==> src/rtl/noc_pkg.sv <==
// Shared NoC defaults: flit width and per-port VC geometry, also used by the
// upstream output-port credit counters.
package noc_pkg;

    localparam int unsigned NOC_FLIT_W   = 8;
    localparam int unsigned NOC_NUM_VC   = 2;
    localparam int unsigned NOC_VC_DEPTH = 4;

    typedef logic [NOC_FLIT_W-1:0] flit_t;

endpackage

==> src/rtl/vc_fifo.sv <==
// Single-channel first-word-fall-through FIFO with occupancy count.
// Push is dropped when full, pop is ignored when empty; both are ignored in reset.
module vc_fifo
    import noc_pkg::*;
#(
    parameter  int unsigned W     = NOC_FLIT_W,
    parameter  int unsigned DEPTH = NOC_VC_DEPTH,
    localparam int unsigned PTR_W = $clog2(DEPTH),
    localparam int unsigned CNT_W = $clog2(DEPTH + 1)
) (
    input  logic             clk,
    input  logic             rst,
    input  logic             push,
    input  logic             pop,
    input  logic [W-1:0]     din,
    output logic [W-1:0]     dout,
    output logic [CNT_W-1:0] count,
    output logic             full,
    output logic             empty
);

    logic [W-1:0]     mem_q [DEPTH];
    logic [W-1:0]     mem_d [DEPTH];
    logic [PTR_W-1:0] wr_ptr_q, wr_ptr_d;
    logic [PTR_W-1:0] rd_ptr_q, rd_ptr_d;
    logic [CNT_W-1:0] count_q, count_d;
    logic             push_ok;
    logic             pop_ok;

    assign full    = (count_q == CNT_W'(DEPTH));
    assign empty   = (count_q == '0);
    assign push_ok = push && !full && !rst;
    assign pop_ok  = pop && !empty && !rst;
    assign dout    = mem_q[rd_ptr_q];
    assign count   = count_q;

    // Pointers are exactly log2(DEPTH) wide, so increments wrap on their own.
    always_comb begin
        mem_d    = mem_q;
        wr_ptr_d = wr_ptr_q;
        rd_ptr_d = rd_ptr_q;
        count_d  = count_q;
        if (push_ok) begin
            mem_d[wr_ptr_q] = din;
            wr_ptr_d        = wr_ptr_q + PTR_W'(1);
        end
        if (pop_ok) begin
            rd_ptr_d = rd_ptr_q + PTR_W'(1);
        end
        case ({push_ok, pop_ok})
            2'b10:   count_d = count_q + CNT_W'(1);
            2'b01:   count_d = count_q - CNT_W'(1);
            default: count_d = count_q;
        endcase
    end

    always_ff @(posedge clk) begin
        if (rst) begin
            wr_ptr_q <= '0;
            rd_ptr_q <= '0;
            count_q  <= '0;
        end else begin
            wr_ptr_q <= wr_ptr_d;
            rd_ptr_q <= rd_ptr_d;
            count_q  <= count_d;
        end
    end

    // Storage is deliberately left out of reset.
    always_ff @(posedge clk) begin
        mem_q <= mem_d;
    end

endmodule

==> src/rtl/vc_buffer.sv <==
// Router input-port virtual-channel buffer: NUM_VC FWFT FIFOs steered by a VC
// tag, per-VC credit return pulses and a sticky protocol-error flag.
module vc_buffer
    import noc_pkg::*;
#(
    parameter  int unsigned FLIT_W = NOC_FLIT_W,
    parameter  int unsigned NUM_VC = NOC_NUM_VC,
    parameter  int unsigned DEPTH  = NOC_VC_DEPTH,
    localparam int unsigned VC_W   = $clog2(NUM_VC),
    localparam int unsigned CNT_W  = $clog2(DEPTH + 1)
) (
    input  logic                     clk,
    input  logic                     rst,
    input  logic                     in_valid,
    input  logic [VC_W-1:0]          in_vc,
    input  logic [FLIT_W-1:0]        in_flit,
    output logic [NUM_VC-1:0]        in_ready,
    output logic [NUM_VC*FLIT_W-1:0] out_flit,
    output logic [NUM_VC-1:0]        out_valid,
    input  logic [NUM_VC-1:0]        out_pop,
    output logic [NUM_VC-1:0]        credit_out,
    output logic [NUM_VC*CNT_W-1:0]  vc_count,
    output logic                     err
);

    logic [NUM_VC-1:0] vc_sel;
    logic [NUM_VC-1:0] push;
    logic [NUM_VC-1:0] pop;
    logic [NUM_VC-1:0] full;
    logic [NUM_VC-1:0] empty;
    logic [NUM_VC-1:0] credit_q, credit_d;
    logic              err_q, err_d;
    logic              bad_vc;
    logic              full_push;
    logic              empty_pop;

    assign in_ready   = ~full & {NUM_VC{!rst}};
    assign out_valid  = ~empty;
    assign credit_out = credit_q;
    assign err        = err_q;

    // An out-of-range tag matches no VC, which is how it is detected.
    always_comb begin
        vc_sel = '0;
        for (int i = 0; i < NUM_VC; i++) begin
            vc_sel[i] = in_valid && (in_vc == VC_W'(i));
        end
        push      = vc_sel & in_ready;
        pop       = out_pop & out_valid;
        bad_vc    = in_valid && !(|vc_sel);
        full_push = |(vc_sel & full);
        empty_pop = |(out_pop & empty);
        credit_d  = pop;
        err_d     = err_q | bad_vc | full_push | empty_pop;
    end

    always_ff @(posedge clk) begin
        if (rst) begin
            credit_q <= '0;
            err_q    <= 1'b0;
        end else begin
            credit_q <= credit_d;
            err_q    <= err_d;
        end
    end

    for (genvar i = 0; i < NUM_VC; i++) begin : gen_vc
        vc_fifo #(
            .W     (FLIT_W),
            .DEPTH (DEPTH)
        ) u_fifo (
            .clk   (clk),
            .rst   (rst),
            .push  (push[i]),
            .pop   (pop[i]),
            .din   (in_flit),
            .dout  (out_flit[i*FLIT_W +: FLIT_W]),
            .count (vc_count[i*CNT_W +: CNT_W]),
            .full  (full[i]),
            .empty (empty[i])
        );
    end

endmodule

==> config.mk <==
export PLATFORM = sky130hd
export DESIGN_NAME = vc_buffer
export DESIGN_NICKNAME = d
export VERILOG_FILES = /design/src/rtl/noc_pkg.sv /design/src/rtl/vc_fifo.sv /design/src/rtl/vc_buffer.sv
export SDC_FILE = /design/constraint.sdc
export NUM_CORES = 1
export LEC_CHECK = 0
export CAP_MARGIN = 20
export CORE_MARGIN = 1
export CORE_UTILIZATION = 25
export DETAILED_ROUTE_END_ITERATION = 10
export HOLD_SLACK_MARGIN = 0.1
export PLACE_DENSITY = 0.53
export SLEW_MARGIN = 20
export SYNTH_ARGS = -nofsm -noshare
export SYNTH_HDL_FRONTEND = slang
export SYNTH_HIERARCHICAL = 1
export SYNTH_SLANG_ARGS = --single-unit
==> constraint.sdc <==
create_clock -name clk -period 2.4 [get_ports clk]
set_input_delay 0.48 -clock clk [delete_from_list [all_inputs] [get_ports clk]]
set_output_delay 0.48 -clock clk [all_outputs]
set_load 0.01 [all_outputs]
# Word level (Yosys, flattened, before mapping)
# Cells that the tools add are included.
# classes
add_sub_neg	8
mul	0
n_div	0
magnitude_cmp	6
eq_ne	6
n_shift	0
n_mux	14
bitwise	15
n_reduce_logical	26
# ops
cell	n
$bwmux W32	2
$mux W8	6
$bmux W8 S2	2
$demux W8 S2	2
$logic_and A1 B1 Y1	13
$ge A3 B3 Y1 const B	4
$not A2 Y3	4
$pmux W3 S2	2
$and A2 B2 Y2	5
$add A2 B1 Y2 const B	4
$add A3 B1 Y3 const B	2
$eq A3 B3 Y1 const B	2
$logic_not A1 Y1	6
$logic_not A3 Y1	2
$lt A3 B1 Y1 const B	2
$reduce_or A2 Y1	3
$sub A3 B1 Y3 const B	2
$eq A2 B1 Y1 const B	2
$eq A2 B2 Y1 const B	2
$not A2 Y2	2
$reduce_bool A2 Y1	2
$or A1 B1 Y1	3
$not A1 Y1	1
# totals
reg_bits	81
latch_bits	0
ram_bits	0
mem_bits_ro	0
input_bits	14
output_inout_bits	29
elab_cells	91
mem_count	0

# Longest topological paths before layout
# depth
depth_word	8
depth_mapped	11
depth_no_buf	11

# Cells and area by module
# Netlist, hierarchy kept.
# modules_own_cells
module	n_inst	cells_each	area_each_um2	seq_area_each_um2
vc_fifo	2	93	1596.5	1101.1
vc_buffer	1	17	151.4	60.1

# Worst setup path before layout
# OpenSTA, ideal clock, no wires.
# synth_timing
kind	reg2reg
startpoint	register gen_vc[0].u_fifo.count_q[0]
endpoint	register gen_vc[0].u_fifo.count_q[2]
setup_ns	0.071
t_arrival_ns	2.408
required_time_ns	2.329
path_slack_ns	-0.078
stages_incl_launch_ff	12
n_path_buf	0
period_less_slack_ns	2.478
path_cell_list	dfxtp_1 > nor3b_2 > nor4b_1 > clkinvlp_2 > nor3_2 > inv_1 > ha_1 > inv_1 > fa_1 > xor2_1 > or3_1 > a21oi_1
# synth_between
elab_chain_cells	8
word_cells_on_any_way	19
cone_classes	add/sub: 2; eq/ne: 3; mux: 1; bitwise: 5; reduce/logical: 8
# synth_rtl
item	line_no	source
from (decl)	vc_fifo.sv:26	logic [CNT_W-1:0] count_q, count_d;
from (signal assigned)	vc_fifo.sv:65	count_q <= count_d;
$eq A3 B3 Y1 *	vc_fifo.sv:30	assign full = (count_q == CNT_W'(DEPTH));
named net full[0]	vc_buffer.sv:29	logic [NUM_VC-1:0] full;
$not A2 Y2 *	vc_buffer.sv:37	assign in_ready = ~full & {NUM_VC{!rst}};
$and A2 B2 Y2 *	vc_buffer.sv:37	
$and A2 B2 Y2 *	vc_buffer.sv:48	push = vc_sel & in_ready;
named net push[0]	vc_buffer.sv:27	logic [NUM_VC-1:0] push;
$logic_and A1 B1 Y1 * (2 in a row)	vc_fifo.sv:32	assign push_ok = push && !full && !rst;
$eq A2 B1 Y1 / $eq A2 B2 Y1 (equally long branches)	vc_fifo.sv:50	case ({push_ok, pop_ok})
$pmux W3 S2 / $reduce_bool A2 Y1 (equally long branches)	n/a	
# The timed path passes the listed nets; every way through them passes the cells marked *.
# A chain may end at the register's enable or synchronous reset.

# Final worst setup path
# layout_timing
startpoint	register gen_vc[1].u_fifo.rd_ptr_q[0]
endpoint	output port out_flit[9]
# layout_between
elab_chain_cells	4
# layout_rtl
item	line_no	source
from (decl)	vc_fifo.sv:25	logic [PTR_W-1:0] rd_ptr_q, rd_ptr_d;
from (signal assigned)	vc_fifo.sv:64	rd_ptr_q <= rd_ptr_d;
$not A2 Y3 (not written as such)	vc_fifo.sv:34	assign dout = mem_q[rd_ptr_q];
$bmux W8 S2	vc_fifo.sv:34	
$mux W8 (not written as such) (2 in a row)	vc_fifo.sv:34	
to (decl)	vc_buffer.sv:18	output logic [NUM_VC*FLIT_W-1:0] out_flit,
# No other way between the ends. The select of a mux whose other input is x is not followed.

==> flow_metrics.tcl <==
set metrics [dict create \
    worst_pin_slew_ns 0.467 \
    synth_xor_area_share_pct 2.10 \
    finalHoldViolCount 0 \
    ir_drop_mv 0.328 \
    fp.dieH_microns 118 \
    status "completed" \
    gp_congestion 0.731 \
    grt_pass1_wl_microns 10400 \
    overflow 0 \
    maxCapViolations 0 \
    synth.area.mux_share_pct 11.7 \
    place_ws_ns -0.493 \
    fin_util_pct 37.4 \
    nets 322 \
    wire_per_inst_microns 13.2 \
    required_ns 1.92 \
    cts_buffer_depth 2 \
    drt.antenna.violating_nets 0 \
    syn_area_sq_um 3340 \
    rows 41 \
    synth_largest_area_cell "edfxtp_1" \
    firstDrtPassIters 4 \
    grt_max_degree 15 \
    postLayoutSetupSlackWorst_ns 0.0560 \
    synthCells 203 \
    yosys_warnings 6 \
    rrSetupSlack_ns 0.17 \
    antenna_found_initial 0 \
    synth_compound_area_share_pct 2.99 \
    port_buffers 42 \
    synthTopCellsByArea "edfxtp_1, mux4_2, dfxtp_1" \
    cts_buffers 9 \
    clock_latency_ns 0.33 \
    cts_tree "done" \
    htreeDepth 3 \
    maxSlewHeadroom_pct 68.8 \
    dpl.hpwl_microns 4290 \
    synthAdderAreaFrac_pct 4.94 \
    fin_area_sq_um 4800 \
    seq_area_frac_synth_pct 67.6 \
    pin_count 43 \
    die_x_microns 118 \
    synth_cell_type_count 29 \
    core_sq_um 12800 \
    clk_pin_slew_ns 0.06 \
    yosys.area_share.simple_pct 7.86 \
    grt_usage_pct 9.85 \
    wl_microns 6240 \
    finalCritPeriodShare_pct 97.7 \
    cts_sinks 81 \
    layout-drive-gt1-share_pct 31.3 \
    drc 0 \
    hold_path.class "primary input to register" \
    critPathCaptureType "output port" \
    placed_area_sq_um 4340 \
    yosysTopAreaCellShare_pct 57.5 \
    routed_via_density 4.12 \
    drt_iter0_markers 68 \
    setup_viol 0 \
    dieArea_sq_um 13800 \
    synth.avg_cell_area_sq_um 16.5 \
    p_leak_nw 1.68 \
    mappedNetlistNets 229 \
    clock_skew_ns 0.00859 \
    cts_root_buffer "clkbuf_16" \
    diodes 0 \
    synth_top_family_by_area "multiplexers" \
    p_per_area_nw_per_um2 672 \
    cp_max_fo 8 \
    slew_viol_final 0 \
    synth_seq_cells 81 \
    worstSetupPathType "register to output port" \
    syn2layout_area_growth_pct 43.5 \
    rsz0062_at_grt "true" \
    dr_total_vias 1943 \
    fin_crit_ns 2.34 \
    cp.arrival_ns 1.86 \
    grt_pass1_vias 2052 \
    initial_core_util_pct 26.1 \
    start_kind "register" \
    timing.fmax_mhz 427 \
]
cell type report:
| cell class | instances | area, sq um |
|---|---|---|
| clock buffers | 9 | 225 |
| clock inverters | 6 | 115 |
| fillers | 1220 | 8030 |
| inverters | 16 | 62.6 |
| multi-input cells | 100 | 1020 |
| flip-flops and latches | 81 | 2270 |
| well taps | 172 | 215 |
| repair buffers | 88 | 885 |
critical path: stages, from the launching register on:
cell             delay [ns]
dfxtp_2                0.38
buf_12                 0.15
mux4_2                 0.52
clkdlybuf4s50_1        0.50
placed cells by master, fill, tap and decap left out, types with 2 or more instances in the layout:
master | netlist | layout
a21oi_1 | 6 | 6
and2_1 | 8 | 8
buf_12 | 0 | 9
buf_4 | 2 | 36
bufinv_16 | 0 | 3
clkbuf_16 | 0 | 9
clkdlybuf4s50_1 | 0 | 38
clkinvlp_2 | 2 | 2
dfxtp_1 | 17 | 11
dfxtp_2 | 0 | 5
dlygate4sd2_1 | 0 | 2
dlymetal6s2s_1 | 0 | 2
edfxtp_1 | 64 | 64
ha_1 | 10 | 10
inv_1 | 14 | 14
mux2i_1 | 2 | 2
mux4_2 | 16 | 16
nand2b_1 | 4 | 4
nor2_1 | 16 | 16
nor2b_1 | 4 | 3
nor3_1 | 2 | 2
nor3_2 | 2 | 2
nor3b_2 | 2 | 2
o21ai_0 | 4 | 4
o311ai_1 | 2 | 2
o31ai_1 | 2 | 2
or3_1 | 4 | 4
xor2_1 | 8 | 8
state kept, by name, summed over array words and instances (netlist names):
name                    flops
gen_vc.u_fifo/wr_ptr_q      4
gen_vc.u_fifo/mem_q        64
gen_vc.u_fifo/rd_ptr_q      4
err                         1
credit_out                  2
gen_vc.u_fifo/count         6
synth_stat cells:
library cell and count:
clkinvlp_2 2, nor3_1 2, xor2_1 8, nor2_1 16, nand2b_1 4, nor4bb_1 1, a21oi_2 1, nor4b_1 1
nand2_1 1, o311ai_1 2, mux4_2 16, inv_1 14, clkbuf_1 4, fa_1 2, buf_4 2, a221oi_1 1
dfxtp_1 17, or3_1 4, nor3b_2 2, edfxtp_1 64, ha_1 10, o21ai_0 4, a21oi_1 6, nor2b_1 4
o31ai_1 2, mux2_1 1, nor3_2 2, and2_1 8, mux2i_1 2
cell families (layout without fill, tap and decap cells):
| family | after synthesis | after routing |
|---|---|---|
| AO/OA/AOI/OAI | 16 | 16 |
| multiplexers | 19 | 19 |
| AND/OR/NAND/NOR | 45 | 45 |
| flip-flops | 81 | 81 |
| adder cells (fa/ha/maj) | 12 | 12 |
| buffers and inverters | 22 | 119 |
| XOR/XNOR | 8 | 8 |
metal layers:
layer  vias to the layer above  share of wire (%)  track usage (%)
met5                         -                  0                0
met4                         0                2.2             4.49
met3                        14                5.5             3.68
met2                        49                 47             15.8
met1                       937                 45             11.7
li1                        943                  -                -
where the power goes:
group | switching [mW] | internal [mW] | total, mW
Clock | 0.534 | 1.01 | 1.55
Combinational | 0.0633 | 0.0809 | 0.144
Sequential | 0.00650 | 1.52 | 1.53
worst paths after layout:
| path | cells after the start | to | from |
|---|---|---|---|
| worst max-delay path | 3 | out_flit[9] | gen_vc[1].u_fifo/rd_ptr_q[0] |
| worst min-delay path | 3 | err | in_valid |
| worst max register to register | 11 | gen_vc[0].u_fifo/count[2] | gen_vc[0].u_fifo/count[2] |
| worst min register to register | 2 | gen_vc[0].u_fifo/wr_ptr_q[1] | gen_vc[0].u_fifo/wr_ptr_q[1] |
through the flow:
step                std cells  hold slack (ns)  TNS [ns]  total power, mW
floorplan                 203            0.482         0             1.61
global placement          446            0.497     -5.04             1.69
detailed placement        446            0.502     -7.11             1.69
CTS                       471            0.516         0             3.27
global route              472            0.473   -0.0295             3.33
finish                    472            0.473         0             3.22
what timing repair did:
item	in CTS	in global routing
hold buffers	0	0
buffers inserted	10	1
gates cloned	0	0
hold endpoints to repair	0	0
gates resized for setup	7	6
setup endpoints to repair	14	11
pin swaps	2	2
Note: power is estimated with default switching activity, not from simulation.
